--- src/rtl/dma_desc_rr_arbiter_pkg.sv ---
// Shared definitions for the DMA descriptor/response arbiter.
// The package name is common_cells_pkg because other blocks share it.
// Contents: the response FSM state type, the FSM state width and the
// statistics counter width.
package common_cells_pkg;

    localparam int DMA_ARB_RSP_FSM_WIDTH = 2;
    localparam int DMA_ARB_CNT_W         = 16;

    typedef enum logic [DMA_ARB_RSP_FSM_WIDTH-1:0] {
        IDLE     = 2'd0,
        GRANT    = 2'd1,
        ABORTING = 2'd2
    } dma_arb_rsp_state_e;

endpackage

--- src/rtl/dma_desc_rr_pick.sv ---
// Combinational round-robin picker.
// The scan starts at ptr+1 and wraps modulo NUM_CH. The first requesting
// channel that is not masked wins.
// Ports:
//   req      in   NUM_CH     request vector
//   ptr      in   CH_SEL_W   last served channel; the scan starts one above it
//   mask     in   NUM_CH     channels excluded from this pick
//   pick     out  CH_SEL_W   winning channel index (0 when pick_vld is low)
//   pick_vld out  1          at least one eligible request
module dma_rr_pick
    import common_cells_pkg::*;
#(
    parameter int NUM_CH   = 4,
    parameter int CH_SEL_W = $clog2(NUM_CH)
) (
    input  logic [NUM_CH-1:0]   req,
    input  logic [CH_SEL_W-1:0] ptr,
    input  logic [NUM_CH-1:0]   mask,
    output logic [CH_SEL_W-1:0] pick,
    output logic                pick_vld
);

    logic [NUM_CH-1:0] req_m;
    int                idx;

    always_comb begin
        req_m    = req & ~mask;
        pick     = '0;
        pick_vld = 1'b0;
        idx      = 0;
        for (int i = 1; i <= NUM_CH; i++) begin
            idx = int'(ptr) + i;
            if (idx >= NUM_CH) idx = idx - NUM_CH;
            if (!pick_vld && req_m[idx]) begin
                pick     = CH_SEL_W'(idx);
                pick_vld = 1'b1;
            end
        end
    end

endmodule

--- src/rtl/dma_desc_rr_arbiter.sv ---
// N-channel descriptor/response arbiter. It sits between the per-channel DMA
// engines and the shared descriptor queue / response writer.
//
// Descriptor path: a combinational demux. It routes read-ready to the
// selected channel and routes that channel's pop back to the queue.
// Response path: a registered round-robin grant. Aborts are masked per
// channel. An aborted grant waits in a drain state until its abort falls.
//
// Optional feature (macro DMA_ARB_STATS_EN): adds per-channel saturating
// handshake counters, with i_stats_clr and o_grant_cnt ports.
//
// Ports:
//   aclk, areset        clock, asynchronous active-high reset
//   aenable             low blocks new response grants
//   i_abort             per-channel abort level
//   i_desc_ch_sel       channel that owns the current descriptor
//   i_desc_rready       descriptor queue has data
//   o_desc_rd           descriptor pop to the queue
//   o_desc_rready       per-channel descriptor ready
//   i_desc_rd           per-channel descriptor pop
//   o_resp_wr           response valid to the writer
//   o_resp_desc_id      granted response descriptor ID
//   o_resp_ch_sel       granted channel index
//   i_resp_wready       response writer ready
//   i_resp_wr           per-channel response request
//   i_resp_desc_id      per-channel response ID
//   o_resp_wready       per-channel response accept
//   i_stats_clr         (DMA_ARB_STATS_EN) synchronous counter clear
//   o_grant_cnt         (DMA_ARB_STATS_EN) per-channel handshake counts
//
// Response FSM:
//   state    | meaning
//   IDLE     | no grant; arbitrate among the live requests
//   GRANT    | gnt owns the writer; wait for ready or abort
//   ABORTING | gnt was aborted; outputs quiet until its abort drops
module dma_desc_rr_arbiter
    import common_cells_pkg::*;
#(
    parameter int NUM_CH    = 4,
    parameter int DESC_ID_W = 8,
    parameter int CH_SEL_W  = $clog2(NUM_CH)
) (
    input  logic                             aclk,
    input  logic                             areset,
    input  logic                             aenable,
    input  logic [NUM_CH-1:0]                i_abort,
    input  logic [CH_SEL_W-1:0]              i_desc_ch_sel,
    input  logic                             i_desc_rready,
    output logic                             o_desc_rd,
    output logic [NUM_CH-1:0]                o_desc_rready,
    input  logic [NUM_CH-1:0]                i_desc_rd,
    output logic                             o_resp_wr,
    output logic [DESC_ID_W-1:0]             o_resp_desc_id,
    output logic [CH_SEL_W-1:0]              o_resp_ch_sel,
    input  logic                             i_resp_wready,
    input  logic [NUM_CH-1:0]                i_resp_wr,
    input  logic [NUM_CH-1:0][DESC_ID_W-1:0] i_resp_desc_id,
    output logic [NUM_CH-1:0]                o_resp_wready
`ifdef DMA_ARB_STATS_EN
    ,
    input  logic                                 i_stats_clr,
    output logic [NUM_CH-1:0][DMA_ARB_CNT_W-1:0] o_grant_cnt
`endif
);

    dma_arb_rsp_state_e  state;
    logic [CH_SEL_W-1:0] gnt;
    logic [CH_SEL_W-1:0] ptr;
    logic [CH_SEL_W-1:0] pick_ptr;
    logic [CH_SEL_W-1:0] pick;
    logic [NUM_CH-1:0]   req;
    logic [NUM_CH-1:0]   pick_mask;
    logic [NUM_CH-1:0]   gnt_oh;
    logic                pick_vld;
    logic                in_grant;
    logic                gnt_abort;
    logic                hs;

    assign req       = i_resp_wr & ~i_abort;
    assign gnt_oh    = {{(NUM_CH-1){1'b0}}, 1'b1} << gnt;
    assign in_grant  = (state == GRANT);
    assign gnt_abort = i_abort[gnt];
    assign hs        = in_grant && i_resp_wready && !gnt_abort;

    // For a back-to-back re-grant, the scan starts above the channel being
    // served and skips that channel. That channel gets its next turn only
    // from IDLE, one cycle later.
    assign pick_ptr  = in_grant ? gnt : ptr;
    assign pick_mask = in_grant ? gnt_oh : '0;

    dma_rr_pick #(
        .NUM_CH   (NUM_CH),
        .CH_SEL_W (CH_SEL_W)
    ) u_pick (
        .req      (req),
        .ptr      (pick_ptr),
        .mask     (pick_mask),
        .pick     (pick),
        .pick_vld (pick_vld)
    );

    always_ff @(posedge aclk or posedge areset) begin
        if (areset) begin
            state <= IDLE;
            gnt   <= '0;
            ptr   <= CH_SEL_W'(NUM_CH - 1);
        end else begin
            case (state)
                IDLE: begin
                    if (aenable && pick_vld) begin
                        gnt   <= pick;
                        state <= GRANT;
                    end
                end
                GRANT: begin
                    if (gnt_abort) begin
                        state <= ABORTING;
                    end else if (i_resp_wready) begin
                        ptr <= gnt;
                        if (aenable && pick_vld) gnt <= pick;
                        else                     state <= IDLE;
                    end
                end
                ABORTING: begin
                    // ptr is left alone, so the aborted channel keeps its place in the rotation.
                    if (!gnt_abort) state <= IDLE;
                end
                default: state <= IDLE;
            endcase
        end
    end

    always_comb begin
        o_resp_wr      = in_grant && !gnt_abort;
        o_resp_desc_id = in_grant ? i_resp_desc_id[gnt] : '0;
        o_resp_ch_sel  = in_grant ? gnt : '0;
        o_resp_wready  = hs ? gnt_oh : '0;
    end

    // When the select is out of range, no lane matches and the pop stays low.
    // Reset also holds the demux quiet, so every output is 0 while areset is high.
    always_comb begin
        o_desc_rready = '0;
        for (int k = 0; k < NUM_CH; k++) begin
            o_desc_rready[k] = !areset && i_desc_rready && (i_desc_ch_sel == CH_SEL_W'(k));
        end
        o_desc_rd = |(o_desc_rready & i_desc_rd);
    end

`ifdef DMA_ARB_STATS_EN
    always_ff @(posedge aclk or posedge areset) begin
        if (areset) begin
            o_grant_cnt <= '0;
        end else if (i_stats_clr) begin
            o_grant_cnt <= '0;
        end else if (hs && (o_grant_cnt[gnt] != {DMA_ARB_CNT_W{1'b1}})) begin
            o_grant_cnt[gnt] <= o_grant_cnt[gnt] + 1'b1;
        end
    end
`endif

endmodule

--- config.mk ---
export PLATFORM = sky130hd
export DESIGN_NAME = dma_desc_rr_arbiter
export DESIGN_NICKNAME = d
export VERILOG_FILES = /design/src/rtl/dma_desc_rr_arbiter_pkg.sv /design/src/rtl/dma_desc_rr_pick.sv /design/src/rtl/dma_desc_rr_arbiter.sv
export SDC_FILE = /design/constraint.sdc
export NUM_CORES = 1
export LEC_CHECK = 0
export ABC_CLOCK_PERIOD_IN_PS = 5700
export BUFFER_PORTS_ARGS = -buffer_cell sky130_fd_sc_hd__buf_2
export CAP_MARGIN = 20
export CELL_PAD_IN_SITES_DETAIL_PLACEMENT = 1
export CELL_PAD_IN_SITES_GLOBAL_PLACEMENT = 1
export CORE_AREA = 10 10 70 66
export DETAILED_ROUTE_END_ITERATION = 16
export DIE_AREA = 0 0 80 76
export MAX_ROUTING_LAYER = met4
export PLACE_DENSITY = 0.82
export RECOVER_POWER = 50
export SETUP_SLACK_MARGIN = 0.02
export SYNTH_ARGS = -nofsm -noshare
export SYNTH_HDL_FRONTEND = slang
export SYNTH_SLANG_ARGS = --single-unit
export TNS_END_PERCENT = 100
--- constraint.sdc ---
create_clock -name aclk -period 5.7 [get_ports aclk]
set_clock_uncertainty 0.1 [all_clocks]
set_input_delay 1.14 -clock aclk [delete_from_list [all_inputs] [get_ports aclk]]
set_output_delay 1.14 -clock aclk [all_outputs]
set_load 0.01 [all_outputs]
Yosys cells after proc, flatten, opt, wreduce, memory -nomap -nowiden
Index checks and enable logic that the tools add are counted.

storage, ports and cells
  bits in registers = 6
  input port bits = 51
  output and inout bits = 20
  word-level logic and storage cells = 105

operators by class
  add/subtract/negate cells = 8
  $lt $le $gt $ge = 9
  equality and inequality tests = 11
  shift-type cells = 1
  muxes and demuxes = 43
  bitwise logic cells = 6
  reductions and logical operators = 24

operators by type and width
  kind                     number
  $ge A32 B4 Y1 const B    4
  $lt A32 B4 Y1 const B    4
  $mux W32                 4
  $sub A32 B4 Y32 const B  4
  $mux W2                  14
  $bmux W8 S2              1
  $mux W8                  2
  $mux W1                  13
  $and A4 B4 Y4            3
  $logic_and A1 B1 Y1      12
  $bmux W1 S2              5
  $mux W4                  2
  $ne A2 B2 Y1 const B     4
  $not A4 Y4               2
  $add A2 B2 Y3 const B    2
  $eq A2 B2 Y1 const B     3
  $pmux W2 S3              1
  $reduce_and A3 Y1        2
  $logic_not A1 Y1         5
  $add A2 B3 Y4 const B    1
  $eq A2 B1 Y1 const B     2
  $logic_not A2 Y1         2
  $pmux W2 S2              1
  $reduce_and A4 Y1        1
  other kinds (8)          8

Longest topological paths before layout
  word-level depth = 23
  gate-level depth with buffers = 6
  mapped depth without buffers = 5

By module
Synthesis repeated with hierarchy kept, for this count alone.

second synthesis, totals
  cell total of the unflattened synthesis = 97
  area total of the unflattened synthesis = 908.4 sq um

by module, submodules not included
  module               times used  cells each  area each (sq um)  sequential area each (sq um)
  dma_desc_rr_arbiter  1           80          782.0              152.6
  dma_rr_pick          1           17          126.4              0.0

Worst setup path after synthesis
Ideal clock, no wire load.

  path kind = input to output
  start point = in i_abort[3]
  end point = out o_resp_wready[2]
  data arrival time = 2376 ps
  required time = 4460 ps
  path slack = 2084 ps
  stages = 4
  path buffers = 0
  cell sequence = mux4_2 -> nor2_1 -> nand2_1 -> nor3b_1

between the ends
  word-level cells in the longest chain between the ends = 5

ends and longest elaborated chain
  item                           line                        source
  start: declaration             dma_desc_rr_arbiter.sv:46   input logic [NUM_CH-1:0] i_abort,
  $bmux W1 S2                    dma_desc_rr_arbiter.sv:82   assign gnt_abort = i_abort[gnt];
  $mux W1 (not written as such)  dma_desc_rr_arbiter.sv:82
  $logic_not A1 Y1               dma_desc_rr_arbiter.sv:83   assign hs = in_grant && i_resp_wready && !gnt_abort;
  $logic_and A1 B1 Y1            dma_desc_rr_arbiter.sv:83
  $mux W4                        dma_desc_rr_arbiter.sv:137  o_resp_wready = hs ? gnt_oh : '0;
  end: declaration               dma_desc_rr_arbiter.sv:58   output logic [NUM_CH-1:0] o_resp_wready

Every way passes these cells. The select of a mux whose other input is x is not followed.

Worst setup path in the final report
  start point = in i_abort[3]
  end point = out o_resp_wready[0]

The elaborated chain is that of the path after synthesis.

==> results_dict.tcl <==
set metrics [dict create \
    hpwl_um 3070 \
    rsz0062_at_grt "no" \
    ant_nets 0 \
    antenna_found_initial 0 \
    clk_pin_slew_ps 50 \
    timing.max_cap.violations 0 \
    path_class "input port to primary output" \
    pin_count 71 \
    syn_area_sq_um 856 \
    synth-edff-count 0 \
    vdd_ir_drop_max_uv 90.8 \
    r2r_end "gnt[1]" \
    wl_per_cell_um 17.6 \
    num-nets-final 207 \
    cts-htree-levels 1 \
    clockRootBuffer "clkbuf_4" \
    gp_congestion 0.815 \
    p_sw_uw 204 \
    hold_viol 0 \
    dr.pass1.iters 4 \
    power.total_uw 455 \
    die_w_um 80 \
    p_leak_nw 0.590 \
    regToRegSetupSlack_ps 3030 \
    area_growth_pct 44.6 \
    tightest_slew_ps 772 \
    synthArstFlopShare_pct 100 \
    tritoncts.num_buffers 3 \
    synth_cells 87 \
    track_usage_pct 12.0 \
    cp-end-kind "primary output" \
    r2r_start "state[1]" \
    fin_crit_sh_pct 66.3 \
    dp_slack_ps 1900 \
    period_minus_slack_ps 3780 \
    muxShareOfSynthArea_pct 31.9 \
    synth-adder-area-share_pct 0 \
    pwr-share-comb_pct 61.8 \
    r2r_cells 5 \
    synth_compound_area_share_pct 15.4 \
    io_buffers 70 \
    ys_warn_count 0 \
    grt_pass1_vias 1111 \
    drt_iter0_markers 12 \
    grt_pass1_wl_um 5690 \
    vias_per_cell 4.98 \
    ys_types 34 \
    rows 20 \
    hold_buffers 0 \
    core_sq_um 3250 \
    fmax_mhz 264 \
    worst-endpoint-required_ps 4460 \
    drc_errors 0 \
    relSlewSlack_pct 48.5 \
    worst_path_largest_cell_delay_ps 510 \
    overflow 0 \
    yosys_most_used_dff "dfrtp_1" \
    critPathMaxFanout 7 \
    clock-sinks 6 \
    synth-seq-area-share_pct 17.8 \
    synth_top_family_by_area "multiplexers" \
    cts_setup_buffers 0 \
    cp_common_cell "buf_2" \
    antenna-diode-count 0 \
    final_cell_mix "66 x buf_2, 10 x mux4_2, 10 x nor2b_1" \
    final_common_cell "buf_2" \
    slowest_stage "mux4_2" \
    cts_repair_resize_count 0 \
    die_area_sq_um 6080 \
    crit_chain "buf_2, mux4_2, nor2_1, nand2_1, nor3_1, buf_2" \
    worst_slack_ps 1920 \
    power_frac_clock_pct 9.9 \
    min_path_type "register to register" \
    syn_avg_cell_area_sq_um 9.84 \
    fillers 442 \
    cts_tree "yes" \
    wirelength_um 3510 \
    sw_frac_of_total_pct 44.8 \
    synth_seq_cells 6 \
    slew_viol_final 0 \
    synthSimpleGateAreaFrac_pct 29.2 \
    grt_max_degree 20 \
    internal-power_uw 251 \
    synthXorXnorAreaFrac_pct 0 \
    drive_above_1_share_pct 55.5 \
    start_util_pct 26.3 \
    power_density_nw_per_um2 368 \
    syn-num-nets 138 \
    worstSetupStartpointType "input port" \
    cp.arrival_ps 2540 \
    die_h_um 76 \
    cts.path.max_buffers 2 \
    insertion_delay_ps 260 \
    status "finished clean" \
    fin_tns_setup_ps 0 \
    hp-start "ptr[0]" \
    min_path_cells 2 \
    holdPathEnd "ptr[0]" \
    setup_viol 0 \
    vias 992 \
    seq_power_share_pct 28.3 \
]
## area by class of cell
class	count	area [sq um]	area share, %
Multi-Input combinational cell	71	643	52.0
Tap cell	44	55.1	4.45
Timing Repair Buffer	70	345	27.9
Clock buffer	4	26.3	2.12
Sequential cell	6	153	12.3
Inverter	4	15.0	1.21
## logic make-up (layout without fill, tap and decap cells)
| family | after synthesis | in the layout |
|---|---|---|
| flops | 6 | 6 |
| compound gates | 17 | 17 |
| simple gates | 40 | 40 |
| mux | 14 | 14 |
| buf+inv | 10 | 78 |
## state kept, by name (all words and copies together), names as in the netlist
name,count
state,2
ptr,2
gnt,2
## metrics by stage
stage	area [sq um]	util, %	hold WS, ps	cells
final	1240	38.0	408	199
after global routing	1240	38.0	430	199
after CTS	1250	38.5	410	199
after detailed placement	1230	37.7	412	195
after global placement	1230	37.7	391	195
after floorplan	856	-	375	87
## routing by layer
layer	vias up	GRT usage [%]	wire (um)
met5	-	-	0
met4	0	3.87	57
met1	482	11.4	1290
met3	7	4.13	261
met2	36	21.7	1900
li1	467	-	-
## worst max-delay path, delay by kind of cell
kind / cells / cell delay (ps)
and+or+nand+nor: 3 / 600
muxes: 1 / 510
buffers and inverters: 2 / 300
## how the worst max path moves through the flow
stage	start	end	slack, ps	depth (start not counted)
floorplan	i_abort[3]	o_resp_wready[2]	2080	4
global placement	i_abort[3]	o_resp_wready[2]	2000	6
detailed placement	i_abort[3]	o_resp_wready[0]	1900	6
CTS	i_abort[3]	o_resp_wready[0]	1900	6
global route	gnt[0]	o_resp_wready[0]	1730	5
finish	i_abort[3]	o_resp_wready[0]	1920	6
## synthesized netlist by cell type (2+ instances only)
cell,count,area (sq um)
clkbuf_1,2,7.51
a221oi_1,2,17.5
mux2_2,2,22.5
inv_1,4,15.0
nor3b_1,4,30.0
o21a_1,2,15.0
a21oi_1,2,10.0
a211oi_1,2,15.0
o21ai_0,3,15.0
dfrtp_1,4,100
nand2b_1,5,31.3
nor2_1,7,26.3
mux4_2,10,225
dfstp_2,2,52.6
nand2_1,5,18.8
buf_2,3,15.0
nor2b_1,10,62.6
nor3_1,2,10.0
## power groups by stage
stage	sequential, mW	combinational, mW	clock, mW
finish	0.129	0.281	0.0452
global route	0.141	0.309	0.0500
CTS	0.131	0.290	0.0466
detailed placement	0.131	0.289	0
global placement	0.129	0.280	0
floorplan	0.0843	0.256	0
Note: power is estimated with default switching activity, not from simulation.
